### config.mk
export PLATFORM = sky130hd
export DESIGN_NAME = bus_write_bank_flat
export DESIGN_NICKNAME = d
export VERILOG_FILES = /design/src/rtl/bus_pkg.sv /design/src/rtl/bus_write_bank_if.sv /design/src/rtl/bus_inc_reg.sv /design/src/rtl/bus_write_bank.sv /design/src/flat_wrapper.sv
export SDC_FILE = /design/constraint.sdc
export NUM_CORES = 1
export LEC_CHECK = 0
export ABC_AREA = 0
export CORE_MARGIN = 3
export CORE_UTILIZATION = 40
export CTS_CLUSTER_SIZE = 40
export DETAILED_ROUTE_END_ITERATION = 10
export PLACE_DENSITY = 0.69
export SLEW_MARGIN = 25
export SYNTH_ARGS = -nofsm -noshare
export SYNTH_HDL_FRONTEND = slang
export SYNTH_SLANG_ARGS = --single-unit
### constraint.sdc
create_clock -name clk -period 4.2 [get_ports clk]
set_clock_uncertainty 0.15 [all_clocks]
set_input_delay 0.63 -clock clk [delete_from_list [all_inputs] [get_ports clk]]
set_output_delay 0.63 -clock clk [all_outputs]
set_load 0.01 [all_outputs]
### src/rtl/bus_pkg.sv
// Shared encodings for the processor bus: destination/source codes and
// increment-request bit positions.
package bus_pkg;

  typedef enum logic [3:0] {
    WR_NONE = 4'd0,
    WR_R    = 4'd1,
    WR_DR   = 4'd2,
    WR_TR   = 4'd3,
    WR_PC   = 4'd4,
    WR_AC   = 4'd5,
    WR_R1   = 4'd6,
    WR_R2   = 4'd7,
    WR_RI   = 4'd8,
    WR_RJ   = 4'd9,
    WR_RK   = 4'd10,
    WR_DM   = 4'd11,
    WR_AR   = 4'd12
  } wr_code_e;

  localparam int unsigned INC_PC = 0;
  localparam int unsigned INC_AC = 1;
  localparam int unsigned INC_RI = 2;
  localparam int unsigned INC_RJ = 3;
  localparam int unsigned INC_RK = 4;

endpackage

### src/rtl/bus_write_bank_if.sv
// Write-side bus bundle: control/bus inputs from the sequencer, register
// contents and data-memory strobes back out.
interface bus_write_bank_if #(
  parameter int unsigned DW = 16,
  parameter int unsigned RW = 8
);
  logic [DW-1:0] bus_in;
  logic [3:0]    write_en;
  logic [4:0]    inc_en;
  logic          clr_ac;
  logic [RW-1:0] r, dr, pc, ar, r1, r2, ri, rj, rk;
  logic [DW-1:0] tr, ac;
  logic          z;
  logic          dm_we;
  logic [RW-1:0] dm_addr;
  logic [RW-1:0] dm_wdata;
  logic          err;

  modport master (
    output bus_in, write_en, inc_en, clr_ac,
    input  r, dr, pc, ar, r1, r2, ri, rj, rk, tr, ac, z,
    input  dm_we, dm_addr, dm_wdata, err
  );

  modport slave (
    input  bus_in, write_en, inc_en, clr_ac,
    output r, dr, pc, ar, r1, r2, ri, rj, rk, tr, ac, z,
    output dm_we, dm_addr, dm_wdata, err
  );
endinterface

### src/rtl/bus_inc_reg.sv
// Width-parameterised register with load, clear and increment; priority is
// load > clear > increment, increment wraps modulo 2**W.
module bus_inc_reg #(
  parameter int unsigned W = 8
) (
  input  logic         clk,
  input  logic         rst,
  input  logic         load,
  input  logic         clr,
  input  logic         inc,
  input  logic [W-1:0] d,
  output logic [W-1:0] q
);

  always_ff @(posedge clk or posedge rst) begin
    if (rst)       q <= '0;
    else if (load) q <= d;
    else if (clr)  q <= '0;
    else if (inc)  q <= q + W'(1);
  end

endmodule

### src/rtl/bus_write_bank.sv
// Bus write bank: decodes write_en into a single destination load, applies
// per-register increments/AC clear, and issues one-cycle data-memory strobes.
module bus_write_bank
  import bus_pkg::*;
#(
  parameter int unsigned DW = 16,
  parameter int unsigned RW = 8
) (
  input  logic           clk,
  input  logic           rst,
  bus_write_bank_if.slave bif
);

  wr_code_e      code;
  logic          ld_r, ld_dr, ld_tr, ld_pc, ld_ac, ld_r1, ld_r2;
  logic          ld_ri, ld_rj, ld_rk, ld_dm, ld_ar, illegal;
  logic [RW-1:0] bus_lo;

  logic [RW-1:0] r_q, dr_q, ar_q, r1_q, r2_q;
  logic [RW-1:0] pc_q, ri_q, rj_q, rk_q;
  logic [DW-1:0] tr_q, ac_q;
  logic          dm_we_q, err_q;
  logic [RW-1:0] dm_wdata_q;

  assign code   = wr_code_e'(bif.write_en);
  assign bus_lo = bif.bus_in[RW-1:0];

  always_comb begin
    ld_r    = 1'b0;
    ld_dr   = 1'b0;
    ld_tr   = 1'b0;
    ld_pc   = 1'b0;
    ld_ac   = 1'b0;
    ld_r1   = 1'b0;
    ld_r2   = 1'b0;
    ld_ri   = 1'b0;
    ld_rj   = 1'b0;
    ld_rk   = 1'b0;
    ld_dm   = 1'b0;
    ld_ar   = 1'b0;
    illegal = 1'b0;
    case (code)
      WR_NONE: ;
      WR_R:    ld_r  = 1'b1;
      WR_DR:   ld_dr = 1'b1;
      WR_TR:   ld_tr = 1'b1;
      WR_PC:   ld_pc = 1'b1;
      WR_AC:   ld_ac = 1'b1;
      WR_R1:   ld_r1 = 1'b1;
      WR_R2:   ld_r2 = 1'b1;
      WR_RI:   ld_ri = 1'b1;
      WR_RJ:   ld_rj = 1'b1;
      WR_RK:   ld_rk = 1'b1;
      WR_DM:   ld_dm = 1'b1;
      WR_AR:   ld_ar = 1'b1;
      default: illegal = 1'b1;
    endcase
  end

  always_ff @(posedge clk or posedge rst) begin
    if (rst) begin
      r_q  <= '0;
      dr_q <= '0;
      tr_q <= '0;
      ar_q <= '0;
      r1_q <= '0;
      r2_q <= '0;
    end else begin
      if (ld_r)  r_q  <= bus_lo;
      if (ld_dr) dr_q <= bus_lo;
      if (ld_tr) tr_q <= bif.bus_in;
      if (ld_ar) ar_q <= bus_lo;
      if (ld_r1) r1_q <= bus_lo;
      if (ld_r2) r2_q <= bus_lo;
    end
  end

  // dm_wdata holds between strobes; dm_we and err are single-cycle pulses.
  always_ff @(posedge clk or posedge rst) begin
    if (rst) begin
      dm_we_q    <= 1'b0;
      dm_wdata_q <= '0;
      err_q      <= 1'b0;
    end else begin
      dm_we_q <= ld_dm;
      err_q   <= illegal;
      if (ld_dm) dm_wdata_q <= bus_lo;
    end
  end

  bus_inc_reg #(.W(RW)) u_pc (
    .clk(clk), .rst(rst), .load(ld_pc), .clr(1'b0),
    .inc(bif.inc_en[INC_PC]), .d(bus_lo), .q(pc_q)
  );

  bus_inc_reg #(.W(DW)) u_ac (
    .clk(clk), .rst(rst), .load(ld_ac), .clr(bif.clr_ac),
    .inc(bif.inc_en[INC_AC]), .d(bif.bus_in), .q(ac_q)
  );

  bus_inc_reg #(.W(RW)) u_ri (
    .clk(clk), .rst(rst), .load(ld_ri), .clr(1'b0),
    .inc(bif.inc_en[INC_RI]), .d(bus_lo), .q(ri_q)
  );

  bus_inc_reg #(.W(RW)) u_rj (
    .clk(clk), .rst(rst), .load(ld_rj), .clr(1'b0),
    .inc(bif.inc_en[INC_RJ]), .d(bus_lo), .q(rj_q)
  );

  bus_inc_reg #(.W(RW)) u_rk (
    .clk(clk), .rst(rst), .load(ld_rk), .clr(1'b0),
    .inc(bif.inc_en[INC_RK]), .d(bus_lo), .q(rk_q)
  );

  assign bif.r        = r_q;
  assign bif.dr       = dr_q;
  assign bif.pc       = pc_q;
  assign bif.ar       = ar_q;
  assign bif.r1       = r1_q;
  assign bif.r2       = r2_q;
  assign bif.ri       = ri_q;
  assign bif.rj       = rj_q;
  assign bif.rk       = rk_q;
  assign bif.tr       = tr_q;
  assign bif.ac       = ac_q;
  assign bif.z        = (ac_q == '0);
  assign bif.dm_we    = dm_we_q;
  assign bif.dm_addr  = ar_q;
  assign bif.dm_wdata = dm_wdata_q;
  assign bif.err      = err_q;

endmodule

### src/flat_wrapper.sv
// flat-port wrapper written by rule: the top's interface ports become plain ports
module bus_write_bank_flat import bus_pkg::*;
#(
  parameter int unsigned DW = 16,
  parameter int unsigned RW = 8
)
  (clk, rst, bif_bus_in, bif_write_en, bif_inc_en, bif_clr_ac, bif_r, bif_dr, bif_pc, bif_ar, bif_r1, bif_r2, bif_ri, bif_rj, bif_rk, bif_tr, bif_ac, bif_z, bif_dm_we, bif_dm_addr, bif_dm_wdata, bif_err);
  bus_write_bank_if #(.DW(DW), .RW(RW)) bif_i ();
  input  logic clk;
  input  logic rst;
  input wire logic [$bits(bif_i.bus_in)-1:0] bif_bus_in;
  input wire logic [$bits(bif_i.write_en)-1:0] bif_write_en;
  input wire logic [$bits(bif_i.inc_en)-1:0] bif_inc_en;
  input wire logic [$bits(bif_i.clr_ac)-1:0] bif_clr_ac;
  output wire logic [$bits(bif_i.r)-1:0] bif_r;
  output wire logic [$bits(bif_i.dr)-1:0] bif_dr;
  output wire logic [$bits(bif_i.pc)-1:0] bif_pc;
  output wire logic [$bits(bif_i.ar)-1:0] bif_ar;
  output wire logic [$bits(bif_i.r1)-1:0] bif_r1;
  output wire logic [$bits(bif_i.r2)-1:0] bif_r2;
  output wire logic [$bits(bif_i.ri)-1:0] bif_ri;
  output wire logic [$bits(bif_i.rj)-1:0] bif_rj;
  output wire logic [$bits(bif_i.rk)-1:0] bif_rk;
  output wire logic [$bits(bif_i.tr)-1:0] bif_tr;
  output wire logic [$bits(bif_i.ac)-1:0] bif_ac;
  output wire logic [$bits(bif_i.z)-1:0] bif_z;
  output wire logic [$bits(bif_i.dm_we)-1:0] bif_dm_we;
  output wire logic [$bits(bif_i.dm_addr)-1:0] bif_dm_addr;
  output wire logic [$bits(bif_i.dm_wdata)-1:0] bif_dm_wdata;
  output wire logic [$bits(bif_i.err)-1:0] bif_err;
  assign bif_i.bus_in = bif_bus_in;
  assign bif_i.write_en = bif_write_en;
  assign bif_i.inc_en = bif_inc_en;
  assign bif_i.clr_ac = bif_clr_ac;
  assign bif_r = bif_i.r;
  assign bif_dr = bif_i.dr;
  assign bif_pc = bif_i.pc;
  assign bif_ar = bif_i.ar;
  assign bif_r1 = bif_i.r1;
  assign bif_r2 = bif_i.r2;
  assign bif_ri = bif_i.ri;
  assign bif_rj = bif_i.rj;
  assign bif_rk = bif_i.rk;
  assign bif_tr = bif_i.tr;
  assign bif_ac = bif_i.ac;
  assign bif_z = bif_i.z;
  assign bif_dm_we = bif_i.dm_we;
  assign bif_dm_addr = bif_i.dm_addr;
  assign bif_dm_wdata = bif_i.dm_wdata;
  assign bif_err = bif_i.err;
  bus_write_bank #(.DW(DW), .RW(RW)) u_core (.clk(clk), .rst(rst), .bif(bif_i));
endmodule
# Word-level counts from Yosys, hierarchy flattened
# Index checks and enable logic that the tools add are counted.
[word_totals]
output_inout_bits = 123
reg_bits = 114
[op_classes]
n_reduce_logical = 8
eq_ne = 12
mux = 24
add_sub_neg = 5
[op_table]
columns = ["cell", "count"]
rows = [
  ["$mux W8", 8],
  ["$mux W16", 3],
  ["$add A8 B1 Y8 const B", 4],
  ["$eq A4 B4 Y1 const B", 5],
  ["$add A16 B1 Y16 const B", 1],
  ["$eq A4 B3 Y1 const B", 4],
  ["$logic_not A16 Y1", 1],
  ["$mux W1", 13],
  ["$reduce_or A13 Y1", 1],
  ["$eq A4 B2 Y1 const B", 2],
  ["$reduce_bool A2 Y1", 4],
  ["$eq A4 B1 Y1 const B", 1],
  ["$logic_not A4 Y1", 1],
  ["$reduce_bool A3 Y1", 1],
]

# Longest topological paths before layout
# Gate-level depths: netlist of run 1.
[logic_depth]
word_depth = 4
ltp_mapped = 7
mapped_depth_nobuf = 5

# Modules after synthesis
# From an unflattened synthesis of run 1, not the netlist that was laid out.
[unflattened]
cells_unflattened = 502
area_unflattened_um2 = 5546.6
[modules_own_cells]
columns = ["mod", "instances", "area_per_inst_um2", "cells_each", "seq_area_each_um2"]
rows = [
  ["bus_write_bank", 1, 2696.3, 170, 1651.6],
  ["bus_inc_reg (u_core.u_pc ...)", 4, 474.2, 55, 200.2],
  ["bus_inc_reg (u_core.u_ac)", 1, 953.4, 112, 400.4],
]

# Least setup slack after synthesis of run 1
# No wires, ideal clock.
[synth_timing]
kind = "input to register"
startpoint = "input port bif_write_en[3]"
endpoint = "register u_core.r2_q[0], in the netlist u_core.bif.r2[0]"
n_path_buf = 2
slack_ns = 2.248
arrival_time_ns = 1.675
required_time_ns = 3.922
cell_stages = 5
path_cell_list = "buf_2 > nand2b_1 > or2_1 > buf_2 > mux2_1"
[synth_via]
elab_chain_cells = 2
[synth_rtl]
columns = ["item", "line", "rtl"]
rows = [
  ["from (decl)", "flat_wrapper.sv:12", "input wire logic [$bits(bif_i.write_en)-1:0] bif_write_en;"],
  ["$eq A4 B3 Y1", "bus_write_bank.sv:42", "case (code)"],
  ["$mux W1", "bus_write_bank.sv:42", ""],
  ["to (signal assigned)", "bus_write_bank.sv:74", "if (ld_r2) r2_q <= bus_lo;"],
  ["to (decl)", "bus_write_bank.sv:19", "logic [RW-1:0] r_q, dr_q, ar_q, r1_q, r2_q;"],
]
# No other way between the ends.
# A chain may end at the register's enable or synchronous reset.

# Worst setup path after layout of run 1
[layout_timing]
startpoint = "register u_core.u_ac.q[2]"
endpoint = "output port bif_z"
[layout_via]
elab_chain_cells = 1
[layout_rtl]
columns = ["item", "line", "rtl"]
rows = [
  ["from (decl)", "bus_inc_reg.sv:12", "output logic [W-1:0] q"],
  ["from (signal assigned)", "bus_inc_reg.sv:19", "else if (inc) q <= q + W'(1);"],
  ["$logic_not A16 Y1", "bus_write_bank.sv:127", "assign bif.z = (ac_q == '0);"],
  ["to (decl)", "flat_wrapper.sv:26", "output wire logic [$bits(bif_i.z)-1:0] bif_z;"],
]
# No other way between the ends.

==> metrics.md, run 1 <==
| Metric | Value |
|---|---|
| Slew margin rel. | `38.9%` |
| Reg2reg setup slack | `2.36 ns` |
| Synthesized instance count | `442` |
| Die footprint | `14,400 um2` |
| Post-CTS Hold Fix Bufs | `0` |
| Yosys warnings | `0` |
| Reg-to-reg critical path endpoint | `u_core.u_ac.q[11]` |
| Clk sinks | `114` |
| Via Count | `3,851` |
| Worst setup path class | `flip-flop to primary output` |
| All-Layer GR Usage | `19.6%` |
| Arrival time worst endpoint | `1.92 ns` |
| Synth Net Count | `476` |
| Pwr Density | `609 nW/um2` |
| Vert. Die Dim | `120 um` |
| # Post-CTS Setup Buffers | `0` |
| FF+latch area | `2850 um2` |
| Max H-tree Level | `4` |
| TNS Setup | `0 ns` |
| Max Freq | `371 MHz` |
| Multi-input logic area | `2150 um2` |
| DR iter-0 viols | `176` |
| Max-slew violations | `0` |
| Initial Util | `42.0%` |
| Hold Fails Final Rpt | `0` |
| Post-CTS sizing | `0` |
| CTS tree | `yes` |
| Clk slew on worst S/H paths | `0.05 ns` |
| Final setup vio count | `0` |
| Post-Route WL | `13,700 um` |
| HP Class | `flip-flop to flip-flop` |
| Worst-Margin Slew | `0.913 ns` |
| Synth top area share | `54.9%` |
| Largest net degree at the start of global routing | `73` |
| Lkg Pwr | `3.03 nW` |
| GRT overflow | `0` |
| Initial antenna violation count | `0` |
| CTS buffer count | `17` |
| Share of cells above drive strength 1 | `15.0%` |
| Max Buffers Root-to-Sink | `2` |
| CTS root buf | `clkbuf_16` |
| Routed length per instance | `18.0 um` |
| Startpoint types | `flip-flop` |
| Pre-CTS WS | `1.15 ns` |
| Reg2Reg Depth | `4` |
| Vias in the first global route | `3,995` |
| Synth area leader | `dfrtp_1` |
| Antenna Nets Post-Route | `0` |
| Period utilization | `64.2%` |
| Filler Cells Inserted | `1,022` |
| Synthesis-to-finish area growth | `42.5%` |
| Crit path time final | `2.70 ns` |
| Crit path from | `u_core.u_ac.q[2]` |
| Via/cell ratio | `5.05` |
| Area of the mapped netlist | `5190 um2` |
| # rows | `40` |
| VDD IR max | `251 uV` |
| Worst-path maximum fanout | `6` |
| First-pass GRT wire length | `21,600 um` |
| Power, Total | `4.50 mW` |
| Sequential fraction of the synthesis area | `54.9%` |
| Post-synthesis area per instance | `11.7 um2` |
| Die width | `120 um` |
| Type of element capturing the critical path | `primary output` |
| Synth unique cells | `28` |
| Area contributors post-synth | `dfrtp_1 55%, mux2_2 10%, xor2_1 4.2%, mux2_1 3.9%, nand2_1 3.8%` |
| ANT cells | `0` |
| Most common cell after layout, fill and taps aside | `clkdlybuf4s50_1` |
| DRC | `0` |
| Utilization after layout | `59.9%` |
| Dpl hpwl | `9480 um` |
| Top Ports | `151` |
| Reg-to-reg startpoint | `u_core.u_ac.q[2]` |
| Synthesis-stage register bit count | `114` |
| RSZ-0062 raised after global routing | `false` |
| Max capacitance violation total | `0` |
| Final #Nets | `615` |
| Worst setup path endpoint | `bif_z` |
| PortBufs | `150` |
| Fin Hold WS | `0.333 ns` |
| TritonRoute pass-1 iters | `4` |
| CORE AREA | `12,400 um2` |
| CP Data Required Time | `3.42 ns` |
| GP Congestion | `0.855` |
| Status | `finished, final reports clean` |
| Setup WS post-layout | `1.50 ns` |
| Min-delay src | `u_core.bif.tr[1]` |
| Worst skew pair latency | `0.40 ns` |
| Commonest non-fill, non-tap cells in the layout | `150 x clkdlybuf4s50_1, 114 x dfrtp_1, 52 x nand2_1, 47 x mux2_2, 30 x o21ai_0` |
## critical path: stages (launching register included)
cell,delay [ns]
dfrtp_1,0.44
nor4_1,0.31
nand2_1,0.09
nor2_1,0.12
clkdlybuf4s50_1,0.55
## synthesized netlist by cell type
master,instances
dfrtp_1,114
nand2_1,52
mux2_2,47
o21ai_0,30
xor2_1,25
mux2_1,18
xnor2_1,18
nand4_1,17
nor2_1,17
clkbuf_1,14
a22o_1,13
buf_2,9
buf_4,9
nand3_1,8
nor4_1,8
ha_1,6
inv_1,6
mux2i_1,5
nor3_1,5
nand2b_1,4
and3_1,3
nor3_2,3
nor3_4,3
o31ai_1,3
or2_1,2
clkbuf_2,1
nor2_2,1
o21ai_1,1
## metrics by stage
step | area [um2] | cells
after floorplan | 5190 | 442
after global placement | 6760 | 730
after detailed placement | 6760 | 730
after CTS | 7400 | 762
after global routing | 7400 | 762
final | 7400 | 762
## kinds of logic (layout without fill, tap and decap cells)
group	after synthesis	after routing	share of synthesized area [%]
xor gates and xnor gates	43	43	7.25
adders and majority gates	6	6	1.45
and+or+nand+nor	123	123	12.0
DFF	114	114	54.9
buffers and inverters	39	191	3.71
muxes	70	70	15.1
AOI/OAI and AO/OA	47	47	5.61
## layer usage
| layer | vias up | global-route usage, % | wire length (um) |
|---|---|---|---|
| met4 | 0 | 6.44 | 77 |
| li1 | 1818 | - | - |
| met3 | 4 | 5.94 | 850 |
| met1 | 1913 | 24.7 | 5970 |
| met2 | 116 | 32.1 | 6830 |
| met5 | - | 0 | 0 |
## flip-flops by register name, summed over array words and instances, names as in the netlist
name / cells
u_core.bif.ar: 8
u_core.bif.dm_wdata: 8
u_core.bif.dm_we: 1
u_core.bif.dr: 8
u_core.bif.err: 1
u_core.bif.r: 8
u_core.bif.r1: 8
u_core.bif.r2: 8
u_core.bif.tr: 16
u_core.u_ac.q: 16
u_core.u_pc.q: 8
u_core.u_ri.q: 8
u_core.u_rj.q: 8
u_core.u_rk.q: 8
## cell type report
type                       instances  area share (%)
tap                              168            2.84
inverter                           6           0.338
clock inverter                    14            2.87
sequential                       114            38.5
timing repair buffer             153            20.6
clock buffer                      18            5.80
multi-input combinational        289            29.0
## worst min-delay path by stage
| stage | slack, ns | depth (start not counted) | end |
|---|---|---|---|
| 6_report | 0.33 | 1 | u_core.bif.tr[1] |
| 5_1_grt | 0.35 | 1 | u_core.bif.r2[2] |
| 4_1_cts | 0.34 | 1 | u_core.bif.tr[1] |
| 3_5_place_dp | 0.32 | 1 | u_core.bif.tr[1] |
| 3_3_place_gp | 0.32 | 1 | u_core.bif.tr[9] |
| 2_1_floorplan | 0.38 | 1 | u_core.bif.tr[0] |
## power breakdown
part	internal, mW	switching (mW)	total, mW
Sequential	1.39	0.271	1.66
Clock	1.05	0.499	1.55
Combinational	0.775	0.524	1.30
(Power assumes the default switching activity.)
==> inputs of run 2 (changes only) <==
--- a/config.mk
+++ b/config.mk
@@ -10,7 +10,7 @@
 export CORE_UTILIZATION = 40
 export CTS_CLUSTER_SIZE = 40
 export DETAILED_ROUTE_END_ITERATION = 10
-export PLACE_DENSITY = 0.69
+export PLACE_DENSITY = 0.72
 export SLEW_MARGIN = 25
 export SYNTH_ARGS = -nofsm -noshare
 export SYNTH_HDL_FRONTEND = slang
==> constraint.sdc (replaced) <==
create_clock -name clk -period 2.4 [get_ports clk]
set_clock_uncertainty 0.15 [all_clocks]
set_input_delay 0.36 -clock clk [delete_from_list [all_inputs] [get_ports clk]]
set_output_delay 0.36 -clock clk [all_outputs]
set_load 0.01 [all_outputs]
==> run 2 against run 1 <==
  * Sequential power is 75% higher
  * Worst setup slack worse by 1.3 ns
  * Final cell count is 2.0% higher
  * Via count is 3.3% higher
==> metrics.md, run 2 (synthesized netlist as in run 1, its figures left out) <==
| Metric | Value |
|---|---|
| Status | `finished, final reports clean` |
| # Post-CTS Setup Buffers | `0 (unchanged)` |
| Net Sw Power | `2.26 mW (+75%)` |
| CTS root buf | `clkbuf_16` |
| Initial Util | `42.0% (unchanged)` |
| Period utilization | `89.7%` |
| GP Congestion | `0.805 (-5.8%)` |
| CP Buf/Inv Count | `1 (unchanged)` |
| Clk sinks | `114 (unchanged)` |
| Power share of the sequential group | `36.7% (about the same)` |
| Post-CTS sizing | `3 (+3)` |
| Filler Cells Inserted | `985 (-3.6%)` |
| Vias in the first global route | `4,128 (+3.3%)` |
| Hold Fails Final Rpt | `0 (unchanged)` |
| Logic gate share of total power | `29.0% (+0.2 points)` |
| Synthesis-to-finish area growth | `45.5%` |
| Vert. Die Dim | `120 um (unchanged)` |
| Final #Nets | `630 (+2.4%)` |
| TNS Setup | `0 ns (unchanged)` |
| Power, Total | `7.93 mW (+76%)` |
| Utilization after layout | `61.1% (+1.2 points)` |
| RSZ-0062 raised after global routing | `false` |
| Crit-path leading delay family | `simple AND/OR/NAND/NOR gates` |
| Pre-CTS WS | `0.121 ns (-1.03 ns)` |
| Worst skew pair latency | `0.41 ns (about the same)` |
| Post-Route WL | `14,100 um (+2.4%)` |
| All-Layer GR Usage | `20.4% (+0.80 points)` |
| Clk slew on worst S/H paths | `0.05 ns (about the same)` |
| Worst-Margin Slew | `0.911 ns (-0.00143 ns)` |
| Routed length per instance | `18.1 um (+0.40%)` |
| VDD IR max | `609 uV (+140%)` |
| Dpl hpwl | `9710 um (+2.4%)` |
| DR iter-0 viols | `227 (+29%)` |
| Crit-path cells | `nor4_2 > nand3_1 > nor2_1 > dlygate4sd2_1` |
| CP Data Required Time | `1.89 ns (-1.53 ns)` |
| Commonest non-fill, non-tap cells in the layout | `149 x clkdlybuf4s50_1, 113 x dfrtp_1, 52 x nand2_1, 47 x mux2_2, 30 x o21ai_0` |
| PortBufs | `150 (unchanged)` |
| Initial antenna violation count | `0 (unchanged)` |
| DRC | `0 (unchanged)` |
| Max incr delay on CP | `0.45 ns (-0.10 ns)` |
| Arrival time worst endpoint | `1.64 ns (-0.28 ns)` |
| Max capacitance violation total | `0 (unchanged)` |
| HP Class | `input pin to asynchronous set/reset pin` |
| TritonRoute pass-1 iters | `4 (unchanged)` |
| CTS tree | `yes` |
| First-pass GRT wire length | `22,500 um (+4.3%)` |
| Share of cells above drive strength 1 | `17.2% (+2.3 points)` |
| Worst-path maximum fanout | `6 (unchanged)` |
| Die width | `120 um (unchanged)` |
| Switch share | `28.5% (-0.24 points)` |
| Final setup vio count | `0 (unchanged)` |
| Lkg Pwr | `3.12 nW (+2.9%)` |
| GRT overflow | `0 (unchanged)` |
| Most common cell after layout, fill and taps aside | `clkdlybuf4s50_1` |
| Worst path slowest cell | `dfrtp_2` |
| Largest net degree at the start of global routing | `115 (+58%)` |
| Max H-tree Level | `4 (unchanged)` |
| Die footprint | `14,400 um2 (unchanged)` |
| Max-slew violations | `0 (unchanged)` |
| Slew margin rel. | `39.0% (+0.096 points)` |
| Post-CTS Hold Fix Bufs | `0 (unchanged)` |
| Via Count | `3,980 (+3.3%)` |
| Power share of the clock group | `34.3% (about the same)` |
| Type of element capturing the critical path | `primary output` |
| Pint | `5.67 mW (+77%)` |
| ANT cells | `0 (unchanged)` |
| Setup WS post-layout | `0.247 ns (-1.25 ns)` |
| CORE AREA | `12,400 um2 (unchanged)` |
| CTS buffer count | `17 (unchanged)` |
| # rows | `40 (unchanged)` |
| Pwr Density | `1050 nW/um2 (+72%)` |
| Fin Hold WS | `0.308 ns (-0.0248 ns)` |
| Antenna Nets Post-Route | `0 (unchanged)` |
| Worst setup path class | `flip-flop to primary output` |
| Max Freq | `464 MHz` |
| Max Buffers Root-to-Sink | `2 (unchanged)` |
| Startpoint types | `flip-flop` |
| Via/cell ratio | `5.12 (+1.4%)` |
| Crit path time final | `2.15 ns` |
| Top Ports | `151 (unchanged)` |
==> run 2: stage by stage <==
| step | area, um2 | std cells |
|---|---|---|
| 6_report | 7550 | 777 |
| 5_1_grt | 7550 | 777 |
| 4_1_cts | 7550 | 777 |
| 3_5_place_dp | 6900 | 745 |
| 3_3_place_gp | 6900 | 745 |
| 2_1_floorplan | 5200 | 442 |
==> run 2: routing by layer <==
metal	GRT usage [%]	wire length (um)	vias up
met5	0	0	-
met4	8.09	280	0
met3	6.27	919	22
met2	32.8	6820	135
met1	25.7	6030	1983
li1	-	-	1840
==> run 2: final cells by class <==
type / instances / area (um2) / share of cell area, %
repair buffers: 168 / 1660 / 22.0
clock inverters: 8 / 148 / 1.95
inverters: 6 / 26.3 / 0.348
well taps: 168 / 210 / 2.78
multi-input cells: 289 / 2150 / 28.5
flip-flops and latches: 114 / 2850 / 37.8
clock buffers: 24 / 502 / 6.64
==> run 2: worst paths after layout <==
path	depth (start not counted)	from	slack, ns	endpoint
min in group clk	1	u_core.bif.tr[2]	0.33	u_core.bif.tr[2]
setup / recovery	4	u_core.u_ac.q[8]	0.25	bif_z
setup reg to reg	4	u_core.u_ac.q[3]	0.52	u_core.u_ac.q[14]
hold / removal	3	rst	0.31	u_core.u_ac.q[1]
max in group asynchronous	3	rst	1.31	u_core.bif.tr[3]
hold reg to reg	1	u_core.bif.tr[2]	0.33	u_core.bif.tr[2]
==> run 2: worst reg2reg max path, stage by stage (launching register included) <==
cell and delay [ns]:
dfrtp_1 0.46, nand4_1 0.35, nor4_1 0.48, xor2_1 0.13, a22o_1 0.21
==> run 2: power by group through the flow <==
stage          logic [mW]  clock network (mW)  registers [mW]
2_1_floorplan       0.783                   0            3.07
3_3_place_gp         2.27                   0            2.90
3_5_place_dp         2.33                   0            2.93
4_1_cts              2.34                2.76            2.91
5_1_grt              2.49                2.85            3.00
6_report             2.30                2.72            2.91
==> inputs of run 3 (changes only) <==
--- a/config.mk
+++ b/config.mk
@@ -11,6 +11,7 @@
 export CTS_CLUSTER_SIZE = 40
 export DETAILED_ROUTE_END_ITERATION = 10
 export PLACE_DENSITY = 0.72
+export SETUP_SLACK_MARGIN = 0.05
 export SLEW_MARGIN = 25
 export SYNTH_ARGS = -nofsm -noshare
 export SYNTH_HDL_FRONTEND = slang
==> results of run 3 <==
No change in the layout: final DEF, timing and power equal those of run 2.
